[config.mk]
export PLATFORM = sky130hd
export DESIGN_NAME = display_7seg_scan_n
export DESIGN_NICKNAME = d
export VERILOG_FILES = /design/src/rtl/display_7seg_scan_n.sv
export SDC_FILE = /design/constraint.sdc
export NUM_CORES = 1
export LEC_CHECK = 0
export CORE_MARGIN = 2
export CORE_UTILIZATION = 35
export CTS_BUF_LIST = sky130_fd_sc_hd__clkbuf_4 sky130_fd_sc_hd__clkbuf_8
export DETAILED_ROUTE_END_ITERATION = 8
export DONT_BUFFER_PORTS = 1
export PLACE_DENSITY_LB_ADDON = 0.08
export SYNTH_ARGS = -nofsm -noshare
export SYNTH_HDL_FRONTEND = slang
export SYNTH_SLANG_ARGS = --single-unit
[constraint.sdc]
create_clock -name clk_i -period 8.7 [get_ports clk_i]
set_input_delay 1.305 -clock clk_i [delete_from_list [all_inputs] [get_ports clk_i]]
set_output_delay 1.305 -clock clk_i [all_outputs]
set_load 0.005 [all_outputs]
[src/rtl/display_7seg_scan_n.sv]
// Multiplexed N-digit 7-segment driver with a shadow/active digit buffer, leading-zero
// blanking, anti-ghosting dead time and 8-level PWM brightness. All pin outputs are registered.
module display_7seg_scan_n #(
  parameter int N_DIGITS            = 4,
  parameter int REFRESH_CYCLES      = 27000,
  parameter int DEAD_CYCLES         = 2,
  parameter bit ANODE_ACTIVE_LOW    = 1'b1,
  parameter bit SEG_ACTIVE_LOW      = 1'b1,
  parameter bit BLANK_LEADING_ZEROS = 1'b1
) (
  input  logic                  clk_i,
  input  logic                  rst_i,
  input  logic [4*N_DIGITS-1:0] digits_i,
  input  logic [N_DIGITS-1:0]   dp_i,
  input  logic                  load_i,
  input  logic [2:0]            brightness_i,
  output logic [N_DIGITS-1:0]   anodo_o,
  output logic [6:0]            catodo_o,
  output logic                  dp_o,
  output logic                  frame_o
);

  localparam int E_W   = $clog2(REFRESH_CYCLES);
  localparam int IDX_W = (N_DIGITS > 1) ? $clog2(N_DIGITS) : 1;
  localparam int ON_W  = REFRESH_CYCLES - DEAD_CYCLES;
  localparam int CHUNK = ON_W / 8;

  logic [E_W-1:0]          e_q, e_d;
  logic [IDX_W-1:0]        idx_q, idx_d;
  logic [2:0]              bright_q, bright_d;
  logic [4*N_DIGITS-1:0]   shadow_dig_q, shadow_dig_d;
  logic [N_DIGITS-1:0]     shadow_dp_q, shadow_dp_d;
  logic [4*N_DIGITS-1:0]   active_dig_q, active_dig_d;
  logic [N_DIGITS-1:0]     active_dp_q, active_dp_d;
  logic [N_DIGITS-1:0]     anodo_q, anodo_d;
  logic [6:0]              catodo_q, catodo_d;
  logic                    dp_q, dp_d;
  logic                    frame_q, frame_d;

  logic                    slot_end;
  logic                    frame_wrap;
  logic [2:0]              bright_eff;
  logic [31:0]             on_len;
  logic [31:0]             e_ext;
  logic                    lit;

  logic [N_DIGITS-1:0]     blank;
  logic [N_DIGITS-1:0]     onehot;
  logic                    zero_above;
  logic [3:0]              cur_nib;
  logic                    cur_dp;
  logic                    cur_blank;
  logic [6:0]              seg_raw;
  logic [6:0]              seg_lit;

  // Slot timing, buffer transfer and the PWM window for the current slot.
  always_comb begin
    slot_end   = (e_q == E_W'(REFRESH_CYCLES - 1));
    frame_wrap = slot_end && (idx_q == IDX_W'(N_DIGITS - 1));

    e_d   = slot_end ? '0 : e_q + E_W'(1);
    idx_d = idx_q;
    if (slot_end) begin
      idx_d = frame_wrap ? '0 : idx_q + IDX_W'(1);
    end

    bright_eff = (e_q == '0) ? brightness_i : bright_q;
    bright_d   = bright_eff;

    shadow_dig_d = load_i ? digits_i : shadow_dig_q;
    shadow_dp_d  = load_i ? dp_i : shadow_dp_q;
    active_dig_d = frame_wrap ? shadow_dig_q : active_dig_q;
    active_dp_d  = frame_wrap ? shadow_dp_q : active_dp_q;

    on_len = (bright_eff == 3'd7) ? 32'(ON_W) : (32'(bright_eff) + 32'd1) * 32'(CHUNK);
    e_ext  = 32'(e_q);
    lit    = (e_ext >= 32'(DEAD_CYCLES)) && (e_ext < 32'(DEAD_CYCLES) + on_len);
    frame_d = frame_wrap;
  end

  // Digit selection, blanking from the top digit downwards, then hex decode.
  always_comb begin
    blank      = '0;
    onehot     = '0;
    zero_above = 1'b1;
    cur_nib    = 4'd0;
    cur_dp     = 1'b0;
    cur_blank  = 1'b0;
    for (int i = N_DIGITS - 1; i >= 0; i--) begin
      zero_above = zero_above && (active_dig_q[i*4 +: 4] == 4'd0);
      blank[i]   = BLANK_LEADING_ZEROS && (i > 0) && zero_above;
    end
    for (int i = 0; i < N_DIGITS; i++) begin
      if (idx_q == IDX_W'(i)) begin
        cur_nib   = active_dig_q[i*4 +: 4];
        cur_dp    = active_dp_q[i];
        cur_blank = blank[i];
        onehot[i] = lit;
      end
    end

    case (cur_nib)
      4'h0:    seg_raw = 7'b0111111;
      4'h1:    seg_raw = 7'b0000110;
      4'h2:    seg_raw = 7'b1011011;
      4'h3:    seg_raw = 7'b1001111;
      4'h4:    seg_raw = 7'b1100110;
      4'h5:    seg_raw = 7'b1101101;
      4'h6:    seg_raw = 7'b1111101;
      4'h7:    seg_raw = 7'b0000111;
      4'h8:    seg_raw = 7'b1111111;
      4'h9:    seg_raw = 7'b1101111;
      4'hA:    seg_raw = 7'b1110111;
      4'hB:    seg_raw = 7'b1111100;
      4'hC:    seg_raw = 7'b0111001;
      4'hD:    seg_raw = 7'b1011110;
      4'hE:    seg_raw = 7'b1111001;
      default: seg_raw = 7'b1110001;
    endcase
    seg_lit = cur_blank ? 7'b0000000 : seg_raw;

    catodo_d = SEG_ACTIVE_LOW ? ~seg_lit : seg_lit;
    dp_d     = SEG_ACTIVE_LOW ? ~cur_dp : cur_dp;
    anodo_d  = ANODE_ACTIVE_LOW ? ~onehot : onehot;
  end

  always_ff @(posedge clk_i) begin
    if (rst_i) begin
      e_q          <= '0;
      idx_q        <= '0;
      bright_q     <= 3'd0;
      shadow_dig_q <= '0;
      shadow_dp_q  <= '0;
      active_dig_q <= '0;
      active_dp_q  <= '0;
      anodo_q      <= {N_DIGITS{ANODE_ACTIVE_LOW}};
      catodo_q     <= {7{SEG_ACTIVE_LOW}};
      dp_q         <= SEG_ACTIVE_LOW;
      frame_q      <= 1'b0;
    end else begin
      e_q          <= e_d;
      idx_q        <= idx_d;
      bright_q     <= bright_d;
      shadow_dig_q <= shadow_dig_d;
      shadow_dp_q  <= shadow_dp_d;
      active_dig_q <= active_dig_d;
      active_dp_q  <= active_dp_d;
      anodo_q      <= anodo_d;
      catodo_q     <= catodo_d;
      dp_q         <= dp_d;
      frame_q      <= frame_d;
    end
  end

  assign anodo_o  = anodo_q;
  assign catodo_o = catodo_q;
  assign dp_o     = dp_q;
  assign frame_o  = frame_q;

endmodule

### Word-level counts from Yosys, hierarchy flattened

Memory sizes are Yosys's and may differ from the RTL's.
Index checks and enable logic that the tools add are counted.

| word-level totals | value |
|---|---|
| output and inout bits | 13 |
| input port bits | 26 |
| memory bits (read-only) | 112 |
| memories kept | 1 |
| bits in registers | 73 |

Memory list:

| name | words | width | read ports | clocked after memory_dff | write ports | line | text |
|---|---|---|---|---|---|---|---|
| (no name shown) | 16 | 7 | 1 | 0 | 0 | 102 | `case (cur_nib)` |

| cells by class | value |
|---|---|
| multiplexer cells | 19 |
| reduce and logical (&&, ||, !) cells | 10 |
| eq/ne operators | 5 |
| bitwise operators | 3 |
| add/sub/neg operators | 4 |
| multiply operators | 1 |
| magnitude comparators | 2 |

Operators by type and width:

| kind | count |
|---|---|
| 2-bit by 16-bit adder with 17-bit output, first input constant | 1 |
| 15-bit by 17-bit < comparator with 1-bit output | 1 |
| 16-bit two-way mux | 1 |
| 4-bit two-way mux | 4 |
| 15-bit by 1-bit adder with 15-bit output, second input constant | 1 |
| 15-bit == test, second input constant | 1 |
| 15-bit by 2-bit greater-or-equal comparator with 1-bit output, second input constant | 1 |
| 15-bit logical NOT | 1 |
| 4-bit by 11-bit multiplier with 15-bit output, second input constant | 1 |
| 4-bit logical NOT | 3 |
| 1-bit two-way mux | 11 |
| 7-bit two-way mux | 1 |
| 7-bit NOT | 1 |
| 3-bit by 1-bit adder with 4-bit output, second input constant | 1 |
| 2-bit == test, second input constant | 2 |
| 1-bit logical AND | 4 |
| 4-bit NOT | 1 |
| 3-bit == test, second input constant | 1 |
| 3-bit two-way mux | 1 |
| 2-bit by 1-bit adder with 2-bit output, second input constant | 1 |
| 2-bit by 1-bit == test with 1-bit output, second input constant | 1 |
| 2-bit logical NOT | 1 |
| 2-bit two-way mux | 1 |
| 2-bit OR reduction | 1 |
| 1-bit NOT | 1 |

### Longest topological paths before layout

| logic depth | value |
|---|---|
| depth in word-level cells | 10 |
| gate-level depth with buffers | 26 |

### Worst setup path after synthesis

OpenSTA, ideal clock, no wires.

| timing path | value |
|---|---|
| kind | input to register |
| from | in brightness_i[1] |
| to | reg anodo_q[3], in the netlist anodo_o[3] |
| slack | 2.868 ns |
| path buffers | 0 |
| arrival time | 5.695 ns |
| stages | 22 |
| cells stage by stage | mux2i_1 -> inv_1 -> ha_1 -> ha_1 -> inv_1 -> fa_1 -> inv_1 -> fa_1 -> ha_1 -> nand4_1 -> a21o_1 -> a21oi_1 -> a31oi_1 -> xnor2_1 -> nand2b_1 -> ha_1 -> a21o_1 -> a211oi_1 -> a2111oi_0 -> and4_1 -> o311ai_4 -> nand3_1 |

| between the ends | value |
|---|---|
| cells in the longest elaborated chain, start to end | 9 |
| elaborated cells between the ends (all ways) | 10 |
| classes of those cells | add/sub (2); mul (1); order compare (1); eq/ne (1); mux (3); bitwise (1); reduce/logical (1) |

Ends and longest elaborated chain:

| item | line | text |
|---|---|---|
| start: declaration | 16 | `input logic [2:0] brightness_i,` |
| 3-bit two-way mux (*) | 67 | `bright_eff = (e_q == '0) ? brightness_i : bright_q;` |
| net bright_d[1] | 30 | `logic [2:0] bright_q, bright_d;` |
| 3-bit by 1-bit adder with 4-bit output | 75 | `on_len = (bright_eff == 3'd7) ? 32'(ON_W) : (32'(bright_eff) + 32'd1) * 32'(CHUNK);` |
| 4-bit by 11-bit multiplier with 15-bit output | 75 |  |
| 16-bit two-way mux (*) | 75 |  |
| 2-bit by 16-bit adder with 17-bit output (*) | 77 | `lit = (e_ext >= 32'(DEAD_CYCLES)) && (e_ext < 32'(DEAD_CYCLES) + on_len);` |
| 15-bit by 17-bit < comparator with 1-bit output (*) | 77 |  |
| 1-bit logical AND (*) | 77 |  |
| 1-bit two-way mux (*) | 94 | `if (idx_q == IDX_W'(i)) begin` |
| 4-bit NOT (*) | 124 | `anodo_d = ANODE_ACTIVE_LOW ? ~onehot : onehot;` |
| end signal: assignment | 136 | `anodo_q <= {N_DIGITS{ANODE_ACTIVE_LOW}};` |
| end signal: assignment | 148 | `anodo_q <= anodo_d;` |
| end: declaration | 35 | `logic [N_DIGITS-1:0] anodo_q, anodo_d;` |

The timed path passes the listed nets; every way through them passes the cells marked *.
A chain may end at the register's enable or synchronous reset.

### Final worst setup path

| timing path | value |
|---|---|
| from | reg e_q[1] |
| to | reg anodo_q[3], in the netlist anodo_o[3] |

| between the ends | value |
|---|---|
| cells in the longest elaborated chain, start to end | 10 |
| elaborated cells between the ends (all ways) | 12 |
| classes of those cells | add/sub (2); mul (1); order compare (2); eq/ne (1); mux (3); bitwise (1); reduce/logical (2) |

Ends and longest elaborated chain:

| item | line | text |
|---|---|---|
| start: declaration | 28 | `logic [E_W-1:0] e_q, e_d;` |
| start signal: assignment | 129 | `e_q <= '0;` |
| start signal: assignment | 141 | `e_q <= e_d;` |
| 15-bit logical NOT (*) | 67 |  |
| 3-bit two-way mux (*) | 67 |  |
| net bright_d[1] | 30 |  |
| 3-bit by 1-bit adder with 4-bit output | 75 |  |
| 4-bit by 11-bit multiplier with 15-bit output | 75 |  |
| 16-bit two-way mux (*) | 75 |  |
| 2-bit by 16-bit adder with 17-bit output (*) | 77 |  |
| 15-bit by 17-bit < comparator with 1-bit output (*) | 77 |  |
| 1-bit logical AND (*) | 77 |  |
| 1-bit two-way mux (*) | 94 |  |
| 4-bit NOT (*) | 124 |  |

Marks and branches as above.

==> results.py <==
metrics = {
    "routing": {
        "drtIter0Drc": 195,
        "wirelength_met1_um": 5490,
        "top_layer": "met4",
        "met3_length_um": 436,
        "dr_wl_met2_um": 4010,
        "drc": 0,
        "routed_via_density": 5.07,
        "routed_wl_um": 10100,
        "antenna_left": 0,
        "via_count": 3372,
        "firstDrtPassIters": 4,
        "wire_per_inst_um": 15.2,
    },
    "yosys": {
        "synthesis.nets": 581,
        "synthDistinctLibCells": 63,
        "ys_ff_latch": 73,
        "ys_seq_area_frac": 0.335,
        "synthCells": 501,
        "yosys.area.top_type_share": 0.335,
        "ys_async_sr_fraction": 0,
        "ys_warn_count": 0,
        "synthTopCellsByCount": "dfxtp_1, nand2_1, nor2_1",
        "synth_top_area_cell": "dfxtp_1",
        "syn_area_mm2": 0.00436,
        "synth.avg_cell_area_um2": 8.70,
        "yosysMostFrequentCell": "dfxtp_1",
        "synth_edf_count": 0,
        "synthTopCellsByArea": "dfxtp_1, ha_1, mux2i_1",
        "synth-main-ff-cell": "dfxtp_1",
    },
    "worst_setup_path": {
        "crit_path_start": "e_q[1]",
        "reg2reg_from": "e_q[1]",
        "end_kind": "flip-flop",
        "startpoint_type": "flip-flop",
        "worstPathRequired_ns": 8.92,
        "crit_path_max_fanout": 7,
        "crit_type": "flip-flop to flip-flop",
        "cp.arrival_ns": 6.52,
    },
    "finish": {
        "area_growth_pct": 6.84,
        "drive_above_1_share": 0.0744,
        "antenna_cells": 0,
        "layout.nets": 572,
        "fill_cells": 1266,
    },
    "timing": {
        "fin_crit_sh": 0.724,
        "final-setup-viol-count": 0,
        "drv_slew": 0,
        "worst_slack_ns": 2.40,
        "clock.fmax_mhz": 159,
        "hold_viol_final": 0,
        "tightest_slew_ns": 0.681,
        "fin_setup_tns_ns": 0,
        "fin_crit_ns": 6.30,
        "rsz0062_at_grt": "no",
        "worst_clock_skew_ns": 0.0147,
        "relSlewSlack": 0.545,
    },
    "worst_hold_path": {
        "holdCritPathClass": "flip-flop to flip-flop",
        "worstHoldStart": "active_dig_q[2]",
    },
    "floorplan": {
        "dieArea_mm2": 0.0134,
        "fp.dieH_um": 116,
        "initial_utilization": 0.361,
        "num_rows": 40,
        "top_level_ports": 39,
        "coreArea_mm2": 0.0121,
        "die_w_um": 116,
    },
    "clock_network": {
        "h-tree-depth": 3,
        "clk_pin_slew_ns": 0.08,
        "cts-root-buf": "clkbuf_8",
        "clock-sinks": 73,
        "clkLatencyLatePin_ns": 0.37,
        "cts_tree": "yes",
        "cts_made_buffers": 9,
        "clockBufferDepth": 2,
        "post-cts-setup-buffers": 0,
        "cts-resized-gates": 0,
        "ctsHoldBuffers": 0,
    },
    "global_routing": {
        "grt_pass1_wl_um": 16800,
        "grt_pass1_vias": 3242,
        "antenna_found_initial": 0,
        "grt_overflow": 0,
        "grt_max_degree": 53,
        "gr-usage-all-layers": 0.163,
    },
    "placement": {
        "place.gp.congestion": 0.825,
        "io_buffers": 0,
        "dp_slack_ns": 2.29,
        "hpwlAfterDp_um": 7570,
    },
    "power": {
        "powerDensity_mw_per_mm2": 196,
        "leakage_nw": 1.92,
        "ir_drop_uv": 79.7,
        "total_power_mw": 0.911,
    },
    "status": {
        "status": "finished, final reports clean",
    },
    "job": {
        "cap_violations": 0,
    },
}
[logic make-up (layout without fill, tap and decap cells)]
kind of cell	Yosys count	after routing	share of synthesized area
compound gates	89	89	0.133
xor+xnor	23	23	0.0462
fa+ha+maj	54	54	0.160
buf+inv	40	36	0.0405
flops	73	73	0.335
mux	29	29	0.0718
simple gates	193	193	0.213
[worst paths after layout]
check | endpoint | slack (ns) | cells past startpoint
max | anodo_o[3] | 2.40 | 26
min | active_dig_q[2] | 0.46 | 2
max reg2reg | anodo_o[3] | 2.40 | 26
min reg2reg | active_dig_q[2] | 0.46 | 2
[cell usage in the layout, fill, tap and decap left out, types with 2 or more instances in the layout]
cell type,count
a21o_1,10
a21oi_1,44
a31oi_1,3
and2_1,3
and3_1,2
and4_1,2
clkbuf_8,9
clkinv_2,2
clkinvlp_4,2
dfxtp_1,73
fa_1,3
ha_1,51
inv_1,18
inv_6,2
mux2_4,2
mux2i_1,26
nand2_1,68
nand2b_1,7
nand3_1,18
nand3b_1,3
nand4_1,8
nor2_1,55
nor3_1,3
nor4_1,5
nor4_2,2
o21ai_0,8
o221ai_1,4
or2_2,2
or3_1,5
xnor2_1,12
xor2_1,11
[routing by layer]
layer | vias to the layer above | GRT usage
met1 | 1555 | 0.251
met4 | 0 | 0.0627
li1 | 1740 | -
met5 | - | 0
met3 | 11 | 0.0382
met2 | 66 | 0.217
[layout make-up]
| type | instances | area, um^2 | share of cell area |
|---|---|---|---|
| Timing Repair Buffer | 1 | 7.51 | 0.00161 |
| Tap cell | 168 | 210 | 0.0452 |
| Sequential cell | 73 | 1460 | 0.314 |
| Clock inverter | 6 | 42.5 | 0.00914 |
| Inverter | 19 | 76.3 | 0.0164 |
| Clock buffer | 10 | 131 | 0.0282 |
| Multi-Input combinational cell | 388 | 2730 | 0.585 |
[through the flow]
stage | utilization | instance area, um^2 | hold WS, ns | std cells
2_1_floorplan | - | 4360 | 0.426 | 501
3_3_place_gp | 0.371 | 4480 | 0.439 | 649
3_5_place_dp | 0.371 | 4480 | 0.439 | 649
4_1_cts | 0.386 | 4650 | 0.453 | 665
5_1_grt | 0.386 | 4650 | 0.469 | 665
6_report | 0.386 | 4650 | 0.456 | 665
[power by group]
part / switching [mW] / internal, mW
registers: 0.00715 / 0.344
logic: 0.177 / 0.135
clock network: 0.140 / 0.108
[registers in the layout, summed over array words and instances (netlist names)]
register and cells:
active_dp_q 4, shadow_dp_q 4, catodo_o 7, e_q 15, idx_q 2, frame_o 1, anodo_o 4, active_dig_q 16
dp_o 1, shadow_dig_q 16, bright_q 3
[worst max-delay path, cell delays in order, from the launching register on]
cell and delay [ns]:
dfxtp_1 0.51, inv_1 0.08, ha_1 0.18, nor3b_1 0.14, nand4_2 0.17, mux2i_1 0.30, inv_1 0.18, ha_1 0.24
ha_1 0.41, inv_1 0.14, fa_1 0.41, inv_1 0.07, fa_1 0.41, ha_1 0.35, nand4_1 0.15, a21o_1 0.21
a21oi_1 0.33, a31oi_1 0.16, xnor2_1 0.15, nand2b_1 0.10, ha_1 0.32, a21o_1 0.19, a211oi_1 0.35, a2111oi_0 0.17
and4_1 0.24, o311ai_4 0.10, nand3_1 0.12
Note: power is estimated with default switching activity, not from simulation.
